--- src/rtl/down_counter_pkg.sv ---
// Shared types and default sizing for the down-counter and its sibling up-counter benches.
package down_counter_pkg;

    typedef enum logic [0:0] {
        StIdle,
        StRun
    } state_e;

    localparam int unsigned DefWidth    = 4;
    localparam int unsigned DefMaxLoad  = 10;
    localparam int unsigned DefPrescale = 1;

endpackage

--- src/rtl/down_counter_if.sv ---
// Control/status bundle of the down-counter; master drives it, the counter is the slave.
interface down_counter_if #(
    parameter int unsigned WIDTH = down_counter_pkg::DefWidth
) ();

    logic             enable;
    logic             load;
    logic [WIDTH-1:0] load_val;
    logic             auto_reload;
    logic [WIDTH-1:0] count;
    logic             busy;
    logic             done;
    logic             load_err;

    modport master (
        output enable,
        output load,
        output load_val,
        output auto_reload,
        input  count,
        input  busy,
        input  done,
        input  load_err
    );

    modport slave (
        input  enable,
        input  load,
        input  load_val,
        input  auto_reload,
        output count,
        output busy,
        output done,
        output load_err
    );

endinterface

--- src/rtl/down_counter_tick_prescaler.sv ---
// Modulo-PRESCALE counter of enabled cycles; tick marks the last cycle of each period.
module tick_prescaler #(
    parameter int unsigned PRESCALE = 1
) (
    input  logic clk,
    input  logic reset_n,
    input  logic clr,
    input  logic en,
    output logic tick
);

    localparam int unsigned   CntW = (PRESCALE > 1) ? $clog2(PRESCALE) : 1;
    localparam logic [CntW-1:0] Last = CntW'(PRESCALE - 1);

    logic [CntW-1:0] cnt_q, cnt_d;

    // With PRESCALE=1 the counter is pinned at 0, so tick collapses to en.
    assign tick = en && (cnt_q == Last);

    always_comb begin
        cnt_d = cnt_q;
        if (clr) begin
            cnt_d = '0;
        end else if (tick) begin
            cnt_d = '0;
        end else if (en) begin
            cnt_d = cnt_q + CntW'(1);
        end
    end

    always_ff @(posedge clk) begin
        if (!reset_n) begin
            cnt_q <= '0;
        end else begin
            cnt_q <= cnt_d;
        end
    end

endmodule

--- src/rtl/down_counter.sv ---
// Loadable, bounded down-counter with terminal-count pulse and optional auto-reload.
module down_counter
    import down_counter_pkg::*;
#(
    parameter int unsigned WIDTH    = DefWidth,
    parameter int unsigned MAX_LOAD = DefMaxLoad,
    parameter int unsigned PRESCALE = DefPrescale
) (
    input logic           clk,
    input logic           reset_n,
    down_counter_if.slave bus
);

    localparam logic [WIDTH-1:0] MaxLoadW = WIDTH'(MAX_LOAD);

    state_e           state_q, state_d;
    logic [WIDTH-1:0] count_q, count_d;
    logic [WIDTH-1:0] reload_q, reload_d;
    logic             done_q, done_d;
    logic             load_err_q, load_err_d;
    logic [WIDTH-1:0] load_v;
    logic             over;
    logic             pre_en;
    logic             pre_clr;
    logic             tick;

    assign over    = bus.load_val > MaxLoadW;
    assign load_v  = over ? MaxLoadW : bus.load_val;
    assign pre_en  = (state_q == StRun) && bus.enable;
    // Holding the prescaler clear outside RUN covers the "cleared on entry to IDLE" case.
    assign pre_clr = bus.load || (state_q != StRun);

    tick_prescaler #(
        .PRESCALE (PRESCALE)
    ) u_prescaler (
        .clk     (clk),
        .reset_n (reset_n),
        .clr     (pre_clr),
        .en      (pre_en),
        .tick    (tick)
    );

    always_comb begin
        state_d    = state_q;
        count_d    = count_q;
        reload_d   = reload_q;
        done_d     = 1'b0;
        load_err_d = 1'b0;
        if (bus.load) begin
            count_d    = load_v;
            reload_d   = load_v;
            load_err_d = over;
            if (load_v == '0) begin
                state_d = StIdle;
                done_d  = 1'b1;
            end else begin
                state_d = StRun;
            end
        end else if (tick) begin
            if (count_q > WIDTH'(1)) begin
                count_d = count_q - WIDTH'(1);
            end else begin
                done_d = 1'b1;
                if (bus.auto_reload) begin
                    count_d = reload_q;
                end else begin
                    count_d = '0;
                    state_d = StIdle;
                end
            end
        end
    end

    always_ff @(posedge clk) begin
        if (!reset_n) begin
            state_q    <= StIdle;
            count_q    <= '0;
            reload_q   <= '0;
            done_q     <= 1'b0;
            load_err_q <= 1'b0;
        end else begin
            state_q    <= state_d;
            count_q    <= count_d;
            reload_q   <= reload_d;
            done_q     <= done_d;
            load_err_q <= load_err_d;
        end
    end

    assign bus.count    = count_q;
    assign bus.busy     = (state_q == StRun);
    assign bus.done     = done_q;
    assign bus.load_err = load_err_q;

endmodule

--- src/flat_wrapper.sv ---
// flat-port wrapper written by rule: the top's interface ports become plain ports
module down_counter_flat import down_counter_pkg::*;
#(
    parameter int unsigned WIDTH    = DefWidth,
    parameter int unsigned MAX_LOAD = DefMaxLoad,
    parameter int unsigned PRESCALE = DefPrescale
)
  (clk, reset_n, bus_enable, bus_load, bus_load_val, bus_auto_reload, bus_count, bus_busy, bus_done, bus_load_err);
  down_counter_if #(.WIDTH(WIDTH)) bus_i ();
  input logic clk;
  input logic reset_n;
  input wire logic [$bits(bus_i.enable)-1:0] bus_enable;
  input wire logic [$bits(bus_i.load)-1:0] bus_load;
  input wire logic [$bits(bus_i.load_val)-1:0] bus_load_val;
  input wire logic [$bits(bus_i.auto_reload)-1:0] bus_auto_reload;
  output wire logic [$bits(bus_i.count)-1:0] bus_count;
  output wire logic [$bits(bus_i.busy)-1:0] bus_busy;
  output wire logic [$bits(bus_i.done)-1:0] bus_done;
  output wire logic [$bits(bus_i.load_err)-1:0] bus_load_err;
  assign bus_i.enable = bus_enable;
  assign bus_i.load = bus_load;
  assign bus_i.load_val = bus_load_val;
  assign bus_i.auto_reload = bus_auto_reload;
  assign bus_count = bus_i.count;
  assign bus_busy = bus_i.busy;
  assign bus_done = bus_i.done;
  assign bus_load_err = bus_i.load_err;
  down_counter #(.WIDTH(WIDTH), .MAX_LOAD(MAX_LOAD), .PRESCALE(PRESCALE)) u_core (.clk(clk), .reset_n(reset_n), .bus(bus_i));
endmodule
--- config.mk ---
export PLATFORM = sky130hd
export DESIGN_NAME = down_counter_flat
export DESIGN_NICKNAME = d
export VERILOG_FILES = /design/src/rtl/down_counter_pkg.sv /design/src/rtl/down_counter_if.sv /design/src/rtl/down_counter_tick_prescaler.sv /design/src/rtl/down_counter.sv /design/src/flat_wrapper.sv
export SDC_FILE = /design/constraint.sdc
export NUM_CORES = 1
export LEC_CHECK = 0
export CAP_MARGIN = 10
export CORE_MARGIN = 10
export CORE_UTILIZATION = 35
export DETAILED_ROUTE_END_ITERATION = 7
export DONT_BUFFER_PORTS = 1
export PLACE_DENSITY = 0.54
export SLEW_MARGIN = 15
export SYNTH_ARGS = -nofsm -noshare
export SYNTH_HDL_FRONTEND = slang
export SYNTH_SLANG_ARGS = --single-unit
--- constraint.sdc ---
create_clock -name clk -period 3.6 [get_ports clk]
set_input_delay 0.36 -clock clk [delete_from_list [all_inputs] [get_ports clk]]
set_output_delay 0.36 -clock clk [all_outputs]
set_load 0.05 [all_outputs]
==> reports/summary.txt, run 1 <==
I/O pins - 16
Setup-failing EPs final - 0
Starting Density - 36.6%
Setup total negative slack - 0 ps
CP arrival - 2100 ps
Min-Delay Path Class - in -> reg
Final ANT Viol Nets - 0
Fin nets - 87
Status - completed
Dpl cell area - 658 um2
Placed Cells - 96
Setup ws final - 1710 ps
Max-Cap Viols - 0
Final hold violations - 0
Gr usage total - 8.08%
Die Wd - 62.5 um
Logic pwr share - 14.0%
Ant diodes - 0
Synth cell count leaders - 12 x dfxtp_1, 8 x nand2_1, 6 x a21oi_1, 5 x inv_1, 5 x nor2_1
DRC - 0
Sw power - 0.0993 mW
Pre-antenna DRT Iters - 2
Count leader, synth - dfxtp_1
Setup crit start kind - flop
Worst-Skew Late Latency - 280 ps
Final instance area - 694 um2
Sw Share - 30.5%
Post-synth EDFFs - 0
Post-route clock period utilization - 52.5%
Clk_skew - 3.44 ps
Post-Syn Instances - 72
Max-slew headroom - 48.8%
Met2 usage - 12.8%
Power share of the clock group - 34.5%
Setup WS pre-CTS - 1700 ps
RSZ-0062 raised after global routing - false
Area delta synth->final - 9.90%
Largest net degree at the start of global routing - 14
Register area share after synthesis - 38.0%
Register bit count reported by yosys - 12
Root buffer cell - clkbuf_4
Finished Layout Cells - 100
FMAX - 0.529 GHz
Hpwl dp - 1.15 mm
Mean Syn Cell Area - 8.78 um2
Slew of the pin with the lowest slew margin - 767 ps
Mapped Nets - 83
Rows - 15
CTS sink cnt - 12
Reg clk slew, reported paths - 80 ps
Drt first-iter violations - 9
Peak VDD IR - 0.189 mV
Most used DFF post-synth - dfxtp_1
Required time of the worst setup path - 3810 ps
Die area - 3910 um2
Async S/R FF share, synth - 0%
# hold bufs at CTS - 0
Synth top area cells - dfxtp_1 38%, mux2_2 5.3%, a21oi_1 4.8%
Busiest grt layer - met2
Drt via density - 5.30
Initial antenna violation count - 0
H-tree lvl count - 1
Met1 Usage GRT - 8.48%
Congestion Overflow GR - 0
Leakage - 0.260 nW
Sequential power share - 51.4%
PD cells - 469 nW/um2
Synth top area share - 38.0%
PortBufs - 0
First-pass GRT wire length - 2.52 mm
FF-to-FF setup slack - 1710 ps
CTS Buf Count - 3
WL per Instance - 15.5 um
Unique cell type count in the Yosys netlist - 26
# fillers - 191
Synth warn - 0
Crit path time final - 1890 ps
Crit-path max FO - 5
CTS resizes - 0
Routed Wire Length - 1.55 mm
Bufs on Longest Clock Path - 2
Cell Int Power - 0.227 mW
Vias in the first global route - 515
CTS tree - done
Critical path type - reg -> reg
Via Count - 530
Setup crit end kind - flop
Core area - 1730 um2
Post-CTS setup buffer count - 0
Gpl congestion - 0.748
Slew Limit Fails - 0
Height of the die - 62.5 um
Share of layout cells above drive strength 1 - 16.0%
Leading area contributor after synthesis - dfxtp_1
Final hold slack - 145 ps
Mapped Area - 632 um2
Met3 usage - 3.76%
## worst max-delay path: stages, from the launching register on
cell	delay, ps
dfxtp_1	680
inv_1	170
ha_1	260
nor2_1	200
nor3_4	70
mux2_2	300
o21ai_0	140
## layer usage
layer | share of wire (%) | wire length, um
met5 | 0 | 0
met3 | 6.3 | 98
met2 | 46 | 717
met4 | 2.3 | 36
met1 | 45 | 697
## area by class of cell
class / instances / area (um2) / share of cell area, %
tap: 25 / 31.3 / 4.50
clock buffer: 4 / 36.3 / 5.23
inverter: 5 / 18.8 / 2.70
multi-input combinational: 54 / 368 / 53.0
sequential: 12 / 240 / 34.6
## worst paths after layout
| check | startpoint | end | cells past startpoint |
|---|---|---|---|
| max reg2reg | u_core.bus.count[1]$_SDFFE_PN0P_ | u_core.bus.count[0]$_SDFFE_PN0P_ | 6 |
| min | bus_enable | u_core.u_prescaler.cnt_q$_SDFFE_PP0N_ | 1 |
| max | u_core.bus.count[1]$_SDFFE_PN0P_ | u_core.bus.count[0]$_SDFFE_PN0P_ | 6 |
| min reg2reg | u_core.u_prescaler.cnt_q$_SDFFE_PP0N_ | u_core.u_prescaler.cnt_q$_SDFFE_PP0N_ | 2 |
## logic make-up after synthesis
logic type                 synth area share [%]
and+or+nand+nor                            24.2
adders and majority gates                  3.96
muxes                                      8.51
buffers and inverters                      3.76
AOI/OAI and AO/OA                          21.6
DFF                                        38.0
## through the flow
step	util (%)	power, mW
floorplan	-	0.210
global placement	38.1	0.217
detailed placement	38.1	0.217
CTS	40.2	0.328
global route	40.2	0.343
finish	40.2	0.326
## cell usage in the layout (no fill, tap or decap), types with 3 or more instances in the layout
master,n
o21ai_0,4
a21oi_1,6
clkbuf_4,3
inv_1,5
nor3_1,4
nor2_1,5
nand3_1,3
nand2_1,8
mux2_2,3
dfxtp_1,12
## sequential cells by signal, indices dropped and copies added (netlist names)
register,flops
u_core.bus.count,4
u_core.reload_q,4
u_core.bus.busy,1
u_core.bus.done,1
u_core.bus.load_err,1
u_core.u_prescaler.cnt_q,1
## power by group through the flow
stage               combinational (mW)  sequential [mW]  clock (mW)
finish                          0.0457            0.168       0.113
global route                    0.0512            0.169       0.123
CTS                             0.0461            0.168       0.114
detailed placement              0.0458            0.171           0
global placement                0.0461            0.171           0
floorplan                       0.0416            0.168           0
Note: power is estimated with default switching activity, not from simulation.
==> inputs of run 2 (changes only) <==
Settings changed: PLACE_DENSITY 0.54 to 0.56.
Clock period 3.6 ns to 1.65 ns, I/O delays scaled along.
==> run 2 against run 1 <==
Net effect:
- wire length grew 0.52%
- register-to-register slack lost 1600 ps
- maximum frequency grew 27%
- worst setup slack lost 1600 ps
- total power grew 120%
- via count grew 4.3%
- flip-flop and latch count is the same
- hold slack lost 140 ps
- sequential power grew 97%
- die area is the same
- cell count grew 7.0%
- clock-buffer cell count is the same
==> reports/summary.txt, run 2 (same netlist as run 1, synthesis figures left out) <==
Via Count - 553
Critical R2R Capture - u_core.bus.count[1]$_SDFFE_PN0P_
CTS Buf Count - 3
Required time of the worst setup path - 1850 ps
Die area - 3910 um2
Root buffer cell - clkbuf_4
Setup crit end kind - flop
Rows - 15
Worst hold path depth - 2
Share of layout cells above drive strength 1 - 23.2%
Crit-path cells - inv_1 -> ha_1 -> nor2_1 -> nor3_4 -> mux2_2 -> o22ai_2
Drt via density - 5.17
Crit path time final - 1490 ps
Worst flop-to-flop path startpoint - u_core.bus.count[1]$_SDFFE_PN0P_
Slew of the pin with the lowest slew margin - 465 ps
Drt first-iter violations - 12
Die Wd - 62.5 um
Core area - 1730 um2
CTS resizes - 0
Final ANT Viol Nets - 0
Reg clk slew, reported paths - 80 ps
CTS sink cnt - 12
PortBufs - 0
RSZ-0062 raised after global routing - false
Bufs on Longest Clock Path - 2
Most frequent cells in the layout - 10 x dfxtp_1, 8 x nand2_1, 6 x a21oi_1
WL per Instance - 14.6 um
Ant diodes - 0
Setup-failing EPs final - 0
Leakage - 0.295 nW
Status - completed
Congestion Overflow GR - 0
Setup crit start kind - flop
Post-CTS setup buffer count - 0
CP max-delay cell - mux2_2
Reg2reg path depth - 6
Gpl congestion - 0.765
CP startpoint - u_core.bus.count[1]$_SDFFE_PN0P_
CTS tree - done
Starting Density - 36.6%
I/O pins - 16
Height of the die - 62.5 um
Min-Delay Path Class - in -> reg
Final hold slack - 2.71 ps
Setup ws final - 157 ps
Worst-Skew Late Latency - 270 ps
Max-slew headroom - 68.6%
Slew Limit Fails - 0
Routed Wire Length - 1.56 mm
Max-Cap Viols - 0
Fin nets - 94
Peak VDD IR - 0.536 mV
FF-to-FF setup slack - 160 ps
Gr usage total - 7.80%
Setup total negative slack - 0 ps
Pre-antenna DRT Iters - 4
Vias in the first global route - 527
Clk_skew - 2.94 ps
Hpwl dp - 1.19 mm
PD cells - 951 nW/um2
Hold Path Sink - u_core.bus.done$_SDFF_PN0_
Worst Hold Launch - reset_n
Initial antenna violation count - 0
First-pass GRT wire length - 2.54 mm
Critical path type - reg -> reg
FMAX - 0.670 GHz
Final hold violations - 0
Crit-path max FO - 5
DRC - 0
CP arrival - 1690 ps
Setup WS pre-CTS - 174 ps
Post-route clock period utilization - 90.5%
Commonest non-fill, non-tap cell in the layout - dfxtp_1
Largest net degree at the start of global routing - 14
H-tree lvl count - 1
Area delta synth->final - 19.4%
Worst stage delay on the critical path - 370 ps
==> run 2: worst max-delay path: cells and delay by family (launching register included) <==
kind	cells	cell delay [ps]
flip-flops	1	320
AO/OA/AOI/OAI	1	110
adder cells (fa/ha/maj)	1	220
AND/OR/NAND/NOR	2	300
buffers and inverters	1	90
multiplexers	1	370
==> run 2: metal layers <==
metal | track usage [%] | vias to the layer above | part of all wire [%]
met2 | 12.7 | 17 | 48
met3 | 3.58 | 2 | 8.2
met5 | 0 | - | 0
met4 | 1.68 | 0 | 0.51
met1 | 9.10 | 254 | 43
li1 | - | 280 | -
==> run 2: how the worst max path moves through the flow <==
| stage | slack [ps] | end |
|---|---|---|
| after floorplan | 110 | u_core.bus.count[0]$_SDFFE_PN0P_ |
| after global placement | 210 | u_core.bus.count[0]$_SDFFE_PN0P_ |
| after detailed placement | 170 | u_core.bus.count[1]$_SDFFE_PN0P_ |
| after CTS | 160 | u_core.bus.count[1]$_SDFFE_PN0P_ |
| after global routing | 30 | u_core.bus.count[0]$_SDFFE_PN0P_ |
| final | 160 | u_core.bus.count[1]$_SDFFE_PN0P_ |
==> run 2: cell type report <==
cell class | count | area [um2]
fillers | 187 | 972
multi-input cells | 54 | 368
flip-flops and latches | 12 | 243
repair buffers | 7 | 57.6
clock buffers | 4 | 36.3
well taps | 25 | 31.3
inverters | 5 | 18.8
==> run 2: power breakdown <==
group | leakage, nW | internal, mW | switching (mW) | total, mW
logic | 0.175 | 0.0681 | 0.0853 | 0.153
clock network | 0.0210 | 0.134 | 0.0987 | 0.233
registers | 0.0995 | 0.307 | 0.0246 | 0.331
==> run 2: metrics by stage <==
stage | power, mW | std cells | util [%] | instance area (um2)
after floorplan | 0.458 | 72 | - | 634
after global placement | 0.486 | 101 | 40.4 | 698
after detailed placement | 0.489 | 101 | 40.4 | 698
after CTS | 0.721 | 107 | 43.7 | 754
after global routing | 0.755 | 107 | 43.7 | 754
final | 0.718 | 107 | 43.7 | 754
==> run 2: what timing repair did <==
| action | 4_1_cts | 5_1_grt |
|---|---|---|
| hold buffers | 2 | 0 |
| endpoints found under the hold margin | 2 | 0 |
| endpoints found under the setup margin | 0 | 0 |
==> inputs of run 3 (changes only) <==
Settings changed: ABC_AREA set to 1, PLACE_DENSITY 0.56 to 0.57.
==> run 3 against run 2 <==
Net effect:
- hold slack better by 9.5 ps
- highest routed layer unchanged
- area after synthesis is 0.99% lower
- largest cell class unchanged
- final area is 3.0% lower
- wire length is 4.6% higher
- global-route usage is 0.36 points higher
==> reports/summary.txt, run 3 <==
H-tree lvl count - 1
Rows - 15
# fillers - 196
Drt first-iter violations - 17
CP startpoint - u_core.bus.count[0]$_SDFFE_PN0P_
Count leader, synth - nand2_1
Starting Density - 36.6%
Register area share after synthesis - 38.4%
Post-Syn Instances - 99
CTS tree - done
FMAX - 0.729 GHz
Pre-antenna DRT Iters - 4
Height of the die - 62.3 um
Slew of the pin with the lowest slew margin - 491 ps
Leakage - 0.346 nW
First-pass GRT wire length - 2.62 mm
Setup total negative slack - 0 ps
Peak VDD IR - 0.465 mV
Largest net degree at the start of global routing - 11
Required time of the worst setup path - 1850 ps
Min-Delay Path Class - in -> reg
Crit-path cells - inv_1 -> ha_1 -> inv_1 -> nand2_1 -> nand2_1 -> inv_1 -> nand2_1 -> nand3_1 -> a21oi_1
CP bufs+invs - 3
Final ANT Viol Nets - 0
Synth top area cells - dfxtp_1 38%, nand2_1 25%, a21oi_1 8.0%
Critical path type - reg -> reg
Bufs on Longest Clock Path - 2
CP arrival - 1570 ps
Clk_skew - 1.80 ps
Setup crit start kind - flop
Vias in the first global route - 611
Routed Wire Length - 1.63 mm
Register bit count reported by yosys - 12
Post-route clock period utilization - 83.1%
Reg clk slew, reported paths - 80 ps
I/O pins - 16
Crit-path max FO - 6
Worst Hold Launch - reset_n
Worst-Skew Late Latency - 270 ps
Synth top area share - 38.4%
Share of layout cells above drive strength 1 - 11.1%
Unique cell type count in the Yosys netlist - 15
Commonest non-fill, non-tap cell in the layout - nand2_1
Dpl cell area - 694 um2
Initial antenna violation count - 0
Congestion Overflow GR - 0
Slew Limit Fails - 0
CP max-delay cell - dfxtp_2
Ant diodes - 0
Mean Syn Cell Area - 6.32 um2
Final instance area - 732 um2
Gr usage total - 8.16%
Fin nets - 120
Drt via density - 4.89
Async S/R FF share, synth - 0%
Worst stage delay on the critical path - 390 ps
Via Count - 651
Most frequent cells in the layout - 41 x nand2_1, 11 x inv_1, 11 x dfxtp_1
Gpl congestion - 0.823
Crit path time final - 1370 ps
WL per Instance - 12.2 um
DRC - 0
Hpwl dp - 1.28 mm
Synth cell count leaders - 41 x nand2_1, 12 x dfxtp_1, 11 x inv_1, 10 x a21oi_1, 7 x nor2_1
Leading area contributor after synthesis - dfxtp_1
PD cells - 970 nW/um2
Synth warn - 0
Core area - 1710 um2
Mapped Area - 626 um2
Most used DFF post-synth - dfxtp_1
Worst flop-to-flop path startpoint - u_core.bus.count[0]$_SDFFE_PN0P_
Final hold violations - 0
Crit path max-delay family - flip-flops
Die Wd - 62.3 um
Max-Cap Viols - 0
Max-slew headroom - 67.2%
Mapped Nets - 110
PortBufs - 0
Setup-failing EPs final - 0
Status - completed
Setup crit end kind - flop
Area delta synth->final - 17.0%
Post-synth EDFFs - 0
Root buffer cell - clkbuf_4
RSZ-0062 raised after global routing - false
CTS Buf Count - 3
CTS sink cnt - 12
Die area - 3880 um2
run 3: final timing paths:
| check | depth (start not counted) | end | slack [ps] |
|---|---|---|---|
| worst max-delay path | 9 | u_core.bus.count[0]$_SDFFE_PN0P_ | 280 |
| worst min-delay path | 2 | u_core.bus.count[2]$_SDFFE_PN0P_ | 10 |
| worst max register to register | 9 | u_core.bus.count[0]$_SDFFE_PN0P_ | 280 |
| worst min register to register | 2 | u_core.u_prescaler.cnt_q$_SDFFE_PP0N_ | 470 |
run 3: metal layers:
layer  share of wire (%)  GRT usage (%)
met4                0.98           4.47
met1                  44           8.59
met2                  47           13.2
met5                   0              0
met3                 8.4           3.76
run 3: timing repair:
action / CTS / global route
resized for setup: 0 / 1
hold buffers: 0 / 0
endpoints found under the setup margin: 0 / 1
setup buffers: 0 / 0
run 3: per-stage QoR:
stage | std cells | setup WS, ps | power (mW) | util (%) | hold slack (ps)
after detailed placement | 129 | 236 | 0.474 | 40.7 | 301
final | 133 | 279 | 0.710 | 42.9 | 12.2
after global routing | 133 | 92.7 | 0.745 | 42.9 | 5.92
after global placement | 129 | 302 | 0.472 | 40.7 | 298
after CTS | 133 | 221 | 0.710 | 42.8 | 10.3
after floorplan | 99 | 37.2 | 0.438 | - | 288
run 3: kinds of logic (layout without fill, tap and decap cells):
logic type / after synthesis / after routing / synth area share (%)
AND/OR/NAND/NOR: 59 / 59 / 39.0
AO/OA/AOI/OAI: 13 / 13 / 10.8
buffers and inverters: 13 / 22 / 7.80
flip-flops: 12 / 12 / 38.4
adder cells (fa/ha/maj): 2 / 2 / 4.00
run 3: layout make-up:
type	count	area [um2]	area share, %
inverters	13	48.8	6.67
well taps	25	31.3	4.27
multi-input cells	74	337	46.0
clock buffers	4	36.3	4.96
repair buffers	5	37.5	5.13
flip-flops and latches	12	241	33.0
run 3: power by group:
part	switching [mW]	leakage (nW)	total, mW	internal, mW
Clock	0.109	0.0210	0.243	0.134
Sequential	0.0175	0.0991	0.323	0.306
Combinational	0.0999	0.226	0.144	0.0441
Total	0.226	0.346	0.710	0.484
run 3: worst reg2reg max path, delay by kind of cell, from the launching register on:
| family | cells | cell delay (ps) |
|---|---|---|
| buffers and inverters | 3 | 230 |
| adder cells (fa/ha/maj) | 1 | 210 |
| AND/OR/NAND/NOR | 4 | 330 |
| flip-flops | 1 | 390 |
| AO/OA/AOI/OAI | 1 | 150 |
